==> src/rtl/dispensador_pkg.sv <==
// Shared types and constants for the bill dispenser: FSM states, bill type codes
// and default denominations.
package dispensador_pkg;

    typedef enum logic [1:0] {
        IDLE       = 2'd0,
        VERIFICA   = 2'd1,
        ENTREGA    = 2'd2,
        ESPERA_ACK = 2'd3
    } estado_t;

    typedef logic [1:0] tipo_t;

    localparam tipo_t TIPO_0 = 2'd0;
    localparam tipo_t TIPO_1 = 2'd1;
    localparam tipo_t TIPO_2 = 2'd2;
    localparam tipo_t TIPO_3 = 2'd3;

    localparam int N_TIPOS = 4;

    localparam int unsigned DEN0_DEF = 50;
    localparam int unsigned DEN1_DEF = 20;
    localparam int unsigned DEN2_DEF = 10;
    localparam int unsigned DEN3_DEF = 5;

endpackage

==> src/rtl/selector_billete.sv <==
// Greedy bill picker: lowest type index whose denomination fits the remaining
// amount and whose count is non-zero.
module selector_billete
    import dispensador_pkg::*;
#(
    parameter int CNT_W = 8
) (
    input  logic [31:0]                    rem,
    input  logic [N_TIPOS-1:0][CNT_W-1:0]  cnt,
    input  logic [N_TIPOS-1:0][31:0]       den,
    output logic                           valido,
    output tipo_t                          tipo
);

    // Scanning from the smallest bill upwards lets the largest fitting bill win.
    always_comb begin
        valido = 1'b0;
        tipo   = TIPO_0;
        for (int i = N_TIPOS - 1; i >= 0; i--) begin
            if ((rem >= den[i]) && (cnt[i] != '0)) begin
                valido = 1'b1;
                tipo   = tipo_t'(i);
            end
        end
    end

endmodule

==> src/rtl/dispensador_billetes.sv <==
// Bill dispenser sequencer: dry-run greedy check, then one REQ/ACK handshake per bill.
// Optional ACK timeout is enabled by defining DISP_TIMEOUT_EN.
module dispensador_billetes
    import dispensador_pkg::*;
#(
    parameter int unsigned DEN0           = DEN0_DEF,
    parameter int unsigned DEN1           = DEN1_DEF,
    parameter int unsigned DEN2           = DEN2_DEF,
    parameter int unsigned DEN3           = DEN3_DEF,
    parameter int          CNT_W          = 8,
    parameter int unsigned TIMEOUT_CICLOS = 1000
) (
    input  logic                 clock,
    input  logic                 reset,
    input  logic                 ENTREGAR_DINERO,
    input  logic [31:0]          MONTO,
    input  logic                 RECARGA_STB,
    input  logic [1:0]           RECARGA_TIPO,
    input  logic [CNT_W-1:0]     RECARGA_CANT,
    input  logic                 BILLETE_ACK,
    output logic                 BILLETE_REQ,
    output logic [1:0]           BILLETE_TIPO,
    output logic                 OCUPADO,
    output logic                 ENTREGA_COMPLETA,
    output logic                 MONTO_INVALIDO,
    output logic                 FALLA_MECANISMO,
    output logic [4*CNT_W-1:0]   INVENTARIO
);

    localparam logic [CNT_W-1:0] UNO = CNT_W'(1);

    estado_t                        state_reg, state_next;
    logic [31:0]                    rem_reg, rem_next;
    logic [31:0]                    monto_reg, monto_next;
    logic [N_TIPOS-1:0][CNT_W-1:0]  cnt_reg, cnt_next;
    logic [N_TIPOS-1:0][CNT_W-1:0]  shadow_reg, shadow_next;
    logic                           req_reg, req_next;
    tipo_t                          tipo_reg, tipo_next;
    logic                           completa_reg, completa_next;
    logic                           invalido_reg, invalido_next;

    logic [N_TIPOS-1:0][31:0]       den;
    logic [N_TIPOS-1:0][CNT_W-1:0]  sel_cnt;
    logic                           sel_valido;
    tipo_t                          sel_tipo;
    logic [CNT_W:0]                 recarga_suma;
    logic [CNT_W-1:0]               recarga_sat;
    logic [31:0]                    rem_tras_ack;

`ifdef DISP_TIMEOUT_EN
    localparam int TMO_W = $clog2((TIMEOUT_CICLOS > 1) ? TIMEOUT_CICLOS : 2);
    logic [TMO_W-1:0] tmo_reg, tmo_next;
    logic             falla_reg, falla_next;
`endif

    assign den[0] = 32'(DEN0);
    assign den[1] = 32'(DEN1);
    assign den[2] = 32'(DEN2);
    assign den[3] = 32'(DEN3);

    // The dry run works on a private copy so a rejected amount leaves inventory intact.
    assign sel_cnt = (state_reg == VERIFICA) ? shadow_reg : cnt_reg;

    selector_billete #(
        .CNT_W (CNT_W)
    ) u_selector (
        .rem    (rem_reg),
        .cnt    (sel_cnt),
        .den    (den),
        .valido (sel_valido),
        .tipo   (sel_tipo)
    );

    assign recarga_suma = {1'b0, cnt_reg[RECARGA_TIPO]} + {1'b0, RECARGA_CANT};
    assign recarga_sat  = recarga_suma[CNT_W] ? '1 : recarga_suma[CNT_W-1:0];
    assign rem_tras_ack = rem_reg - den[tipo_reg];

    always_comb begin
        state_next    = state_reg;
        rem_next      = rem_reg;
        monto_next    = monto_reg;
        cnt_next      = cnt_reg;
        shadow_next   = shadow_reg;
        req_next      = req_reg;
        tipo_next     = tipo_reg;
        completa_next = 1'b0;
        invalido_next = 1'b0;
`ifdef DISP_TIMEOUT_EN
        tmo_next      = tmo_reg;
        falla_next    = 1'b0;
`endif
        case (state_reg)
            IDLE: begin
                if (ENTREGAR_DINERO) begin
                    rem_next    = MONTO;
                    monto_next  = MONTO;
                    shadow_next = cnt_reg;
                    state_next  = VERIFICA;
                end else if (RECARGA_STB) begin
                    cnt_next[RECARGA_TIPO] = recarga_sat;
                end
            end
            VERIFICA: begin
                if (sel_valido) begin
                    rem_next              = rem_reg - den[sel_tipo];
                    shadow_next[sel_tipo] = shadow_reg[sel_tipo] - UNO;
                end else if ((rem_reg == 32'd0) && (monto_reg != 32'd0)) begin
                    rem_next   = monto_reg;
                    state_next = ENTREGA;
                end else begin
                    invalido_next = 1'b1;
                    state_next    = IDLE;
                end
            end
            ENTREGA: begin
                if (sel_valido) begin
                    req_next   = 1'b1;
                    tipo_next  = sel_tipo;
                    state_next = ESPERA_ACK;
`ifdef DISP_TIMEOUT_EN
                    tmo_next   = '0;
`endif
                end else begin
                    state_next = IDLE;
                end
            end
            ESPERA_ACK: begin
                if (BILLETE_ACK && req_reg) begin
                    req_next           = 1'b0;
                    cnt_next[tipo_reg] = cnt_reg[tipo_reg] - UNO;
                    rem_next           = rem_tras_ack;
                    if (rem_tras_ack == 32'd0) begin
                        completa_next = 1'b1;
                        state_next    = IDLE;
                    end else begin
                        state_next = ENTREGA;
                    end
                end
`ifdef DISP_TIMEOUT_EN
                else if (tmo_reg == TMO_W'(TIMEOUT_CICLOS - 1)) begin
                    req_next   = 1'b0;
                    falla_next = 1'b1;
                    state_next = IDLE;
                end else begin
                    tmo_next = tmo_reg + TMO_W'(1);
                end
`endif
            end
            default: state_next = IDLE;
        endcase
    end

    always_ff @(posedge clock or negedge reset) begin
        if (!reset) begin
            state_reg    <= IDLE;
            rem_reg      <= '0;
            monto_reg    <= '0;
            cnt_reg      <= '0;
            shadow_reg   <= '0;
            req_reg      <= 1'b0;
            tipo_reg     <= TIPO_0;
            completa_reg <= 1'b0;
            invalido_reg <= 1'b0;
`ifdef DISP_TIMEOUT_EN
            tmo_reg      <= '0;
            falla_reg    <= 1'b0;
`endif
        end else begin
            state_reg    <= state_next;
            rem_reg      <= rem_next;
            monto_reg    <= monto_next;
            cnt_reg      <= cnt_next;
            shadow_reg   <= shadow_next;
            req_reg      <= req_next;
            tipo_reg     <= tipo_next;
            completa_reg <= completa_next;
            invalido_reg <= invalido_next;
`ifdef DISP_TIMEOUT_EN
            tmo_reg      <= tmo_next;
            falla_reg    <= falla_next;
`endif
        end
    end

    assign BILLETE_REQ      = req_reg;
    assign BILLETE_TIPO     = tipo_reg;
    assign OCUPADO          = (state_reg != IDLE);
    assign ENTREGA_COMPLETA = completa_reg;
    assign MONTO_INVALIDO   = invalido_reg;
`ifdef DISP_TIMEOUT_EN
    assign FALLA_MECANISMO  = falla_reg;
`else
    assign FALLA_MECANISMO  = 1'b0;
`endif

    generate
        for (genvar gi = 0; gi < N_TIPOS; gi++) begin : g_inventario
            assign INVENTARIO[gi*CNT_W +: CNT_W] = cnt_reg[gi];
        end
    endgenerate

endmodule
==> config.mk <==
export PLATFORM = sky130hd
export DESIGN_NAME = dispensador_billetes
export DESIGN_NICKNAME = d
export VERILOG_FILES = /design/src/rtl/dispensador_pkg.sv /design/src/rtl/selector_billete.sv /design/src/rtl/dispensador_billetes.sv
export SDC_FILE = /design/constraint.sdc
export NUM_CORES = 1
export LEC_CHECK = 0
export BUFFER_PORTS_ARGS = -buffer_cell sky130_fd_sc_hd__buf_2
export CORE_ASPECT_RATIO = 1.4
export CORE_MARGIN = 2
export CORE_UTILIZATION = 35
export CTS_BUF_LIST = sky130_fd_sc_hd__clkbuf_8
export CTS_CLUSTER_DIAMETER = 80
export DETAILED_ROUTE_END_ITERATION = 7
export PLACE_DENSITY = 0.52
export SKIP_LAST_GASP = 1
export SLEW_MARGIN = 15
export SYNTH_ARGS = -nofsm -noshare
export SYNTH_HDL_FRONTEND = slang
export SYNTH_HIERARCHICAL = 1
export SYNTH_SLANG_ARGS = --single-unit
==> constraint.sdc <==
create_clock -name clock -period 5.3 [get_ports clock]
set_clock_uncertainty 0.15 [all_clocks]
set_input_delay 0.265 -clock clock [delete_from_list [all_inputs] [get_ports clock]]
set_output_delay 0.265 -clock clock [all_outputs]
set_load 0.005 [all_outputs]
==> results.py <==
metrics = {
    "placement": {
        "gp_congestion": 0.962,
        "io_buffers": 84,
        "dp_hpwl_mm": 39.8,
    },
    "cells_and_area": {
        "layout-drive-gt1-share": 0.167,
        "area_growth_pct": 20.4,
        "fillers": 3782,
        "antenna_cells": 0,
        "fin_nets": 2084,
        "final_util": 0.426,
    },
    "detailed_routing": {
        "firstDrtPassIters": 8,
        "wl_per_cell_um": 21.7,
        "vias": 13298,
        "drt_iter0_markers": 1148,
        "routed_wl_mm": 51.3,
        "ant_nets": 0,
        "via_per_inst": 5.63,
        "post-route-drc-count": 0,
    },
    "critical_path": {
        "crit_start": "state_reg[1]",
        "end_kind": "register",
        "cp_max_fo": 22,
        "arrival_ns": 5.31,
        "ff2ff_setup_slack_ns": 0.25,
        "reg2reg_depth": 21,
        "r2r_start": "state_reg[1]",
        "path_class": "register to register",
        "crit_path_start_kind": "register",
        "critPathCapture": "rem_reg[18]",
        "r2r_end": "rem_reg[18]",
        "cp.required_ns": 5.56,
    },
    "timing": {
        "rsz0062_at_grt": "false",
        "setup_viol": 0,
        "tns_ns": 0,
        "tightest_slew_ns": 1.01,
        "clock.fmax_mhz": 198,
        "hold_slack_ns": 0.0686,
        "slew_headroom": 0.320,
        "slew_violations": 0,
        "hold_violations": 0,
        "min_period_over_period": 0.952,
        "finalWorstPathRequiredPeriod_ns": 5.05,
    },
    "grt": {
        "grt.total_usage": 0.265,
        "grt_antenna_before_repair": 0,
        "grt.overflow.total": 0,
        "grt_max_degree": 85,
        "grt_pass1_vias": 12867,
        "grt_pass1_wl_mm": 77.7,
    },
    "clock_network": {
        "h-tree-depth": 4,
        "cts_setup_buffers": 0,
        "cts_made_buffers": 17,
        "clock_path_buffers": 2,
        "cts-root-buf": "clkbuf_8",
        "cts.sinks": 135,
        "cts_tree": "yes",
        "clock_latency_ns": 0.51,
        "clk_pin_slew_ns": 0.10,
    },
    "power_and_ir_drop": {
        "power_leakage_nw": 6.90,
        "power.internal_mw": 5.31,
        "p_sw_mw": 6.53,
        "p_sw_frac": 0.551,
        "pwr-share-seq": 0.183,
        "p_clk_frac": 0.073,
        "irDropWorstVdd_v": 0.000397,
        "power_density_nw_per_um2": 760,
        "pwr-share-comb": 0.743,
    },
    "floorplan": {
        "die_y_um": 231,
        "rows": 83,
        "io_pins": 86,
        "dieWidth_um": 166,
        "initial_utilization": 0.354,
        "coreArea_sq_um": 36600,
        "die_area_sq_um": 38500,
    },
    "synth": {
        "netlist_area_sq_um": 12900,
        "ys_top_cells_by_area": "dfrtp_1 (26%), ha_1 (15%), nand2_1 (6.6%), inv_1 (4.6%), mux4_2 (4.2%)",
        "yosysTopAreaCell": "dfrtp_1",
        "synth_cells": 1595,
        "ys.flop_type": "dfrtp_1",
        "async_flop_share": 1.00,
        "seq_area_frac_synth": 0.261,
        "yosys.area.top_type_share": 0.261,
        "synth_common_cells": "nand2_1 (226), inv_1 (158), ha_1 (151), dfrtp_1 (135), nor2_1 (115)",
        "yosys_warnings": 6,
        "synth-seq-cells": 135,
        "ys_types": 85,
        "syn_area_per_cell_sq_um": 8.11,
        "synth_most_common_cell": "nand2_1",
        "synth-edff-count": 0,
    },
    "flow_run": {
        "cap_violations": 0,
    },
    "status": {
        "status": "finished clean",
    },
    "min_path": {
        "min_path_type": "input pin to register",
    },
}
[metrics by stage]
step	instance area (sq um)	setup WS (ns)	total power, mW	cells
global route	15600	0.0113	12.7	2363
finish	15600	0.255	11.8	2363
global placement	14800	-0.417	10.7	2298
floorplan	13400	0.0586	7.52	1722
CTS	15500	0.0350	11.7	2363
detailed placement	14800	-0.448	10.8	2298
[layout by cell type, fill, tap and decap left out, types with 27 or more instances in the layout]
master         netlist  final
ha_1               151    151
nand2_1            226    226
nor4_1              31     30
conb_1               2    129
nor3_1              40     40
o21ai_0             89     85
nand4_1             27     27
buf_2                0     83
inv_1              158    158
nand3_1             27     27
buf_4                1     94
dlygate4sd3_1        0     33
a21oi_1            107    105
nor2_1             115    113
dfrtp_1            135    131
mux2_2              33     33
[worst min path at each step]
stage                          startpoint             end  slack, ns  cells past startpoint
after floorplan                     reset     BILLETE_REQ      -0.18                      0
final                     ENTREGAR_DINERO    state_reg[0]       0.07                      4
after global routing      ENTREGAR_DINERO   monto_reg[13]        0.1                      3
after CTS                 ENTREGAR_DINERO    state_reg[0]       0.08                      4
after detailed placement            reset  shadow_reg[16]       0.26                      1
after global placement              reset  shadow_reg[26]       0.25                      1
[worst max-delay path, stage by stage (launching register included)]
cell      delay, ns
dfrtp_1        0.44
nand2b_4       0.28
nand2_1        0.14
nand2_1        0.05
or4_1          0.55
nor2_2         0.21
or3_1          0.14
o21ai_0        0.19
a21oi_2        0.23
and3_2         0.26
nand2_1        0.09
inv_1          0.09
ha_1           0.17
inv_1          0.05
fa_1           0.39
a21o_1         0.20
a21boi_2       0.23
o211ai_1       0.20
buf_4          0.22
nor4_1         0.23
o22ai_1        0.16
o21ai_2        0.26
[power groups by stage]
| stage | clock, mW | sequential, mW | combinational (mW) |
|---|---|---|---|
| detailed placement | 0 | 2.18 | 8.58 |
| CTS | 0.882 | 2.16 | 8.65 |
| global route | 0.928 | 2.22 | 9.59 |
| finish | 0.870 | 2.17 | 8.80 |
| floorplan | 0 | 2.08 | 5.44 |
| global placement | 0 | 2.19 | 8.50 |
[logic make-up (layout without fill, tap and decap cells)]
kind of cell / after synthesis / in the layout / share of synthesized area
and+or+nand+nor: 554 / 554 / 0.202
AOI/OAI and AO/OA: 417 / 417 / 0.211
buffers and inverters: 230 / 404 / 0.0717
adders and majority gates: 154 / 154 / 0.151
DFF: 135 / 135 / 0.261
muxes: 62 / 62 / 0.0744
xor gates and xnor gates: 41 / 41 / 0.0278
other: 2 / 129 / 0.000580
[layout make-up]
type	count	area [sq um]	area share
multi-input cells	1357	9170	0.588
flip-flops and latches	135	3380	0.217
repair buffers	212	1480	0.0951
inverters	160	601	0.0385
well taps	467	584	0.0375
clock buffers	17	234	0.0150
clock inverters	15	131	0.00843
[routing by layer]
layer / up-vias / GRT usage / wire, um
met5: - / 0 / 0
met4: 0 / 0.180 / 3860
met3: 158 / 0.0321 / 2320
met2: 513 / 0.477 / 26000
met1: 6365 / 0.291 / 19100
li1: 6262 / - / -
[what timing repair did]
| action | in CTS | in global routing |
|---|---|---|
| hold buffers | 33 | 0 |
| hold endpoints to repair | 128 | 0 |
| endpoints found under the setup margin | 9 | 19 |
| cloned | 0 | 0 |
| gates resized for setup | 4 | 15 |
Power figures use the tool's default switching activity.
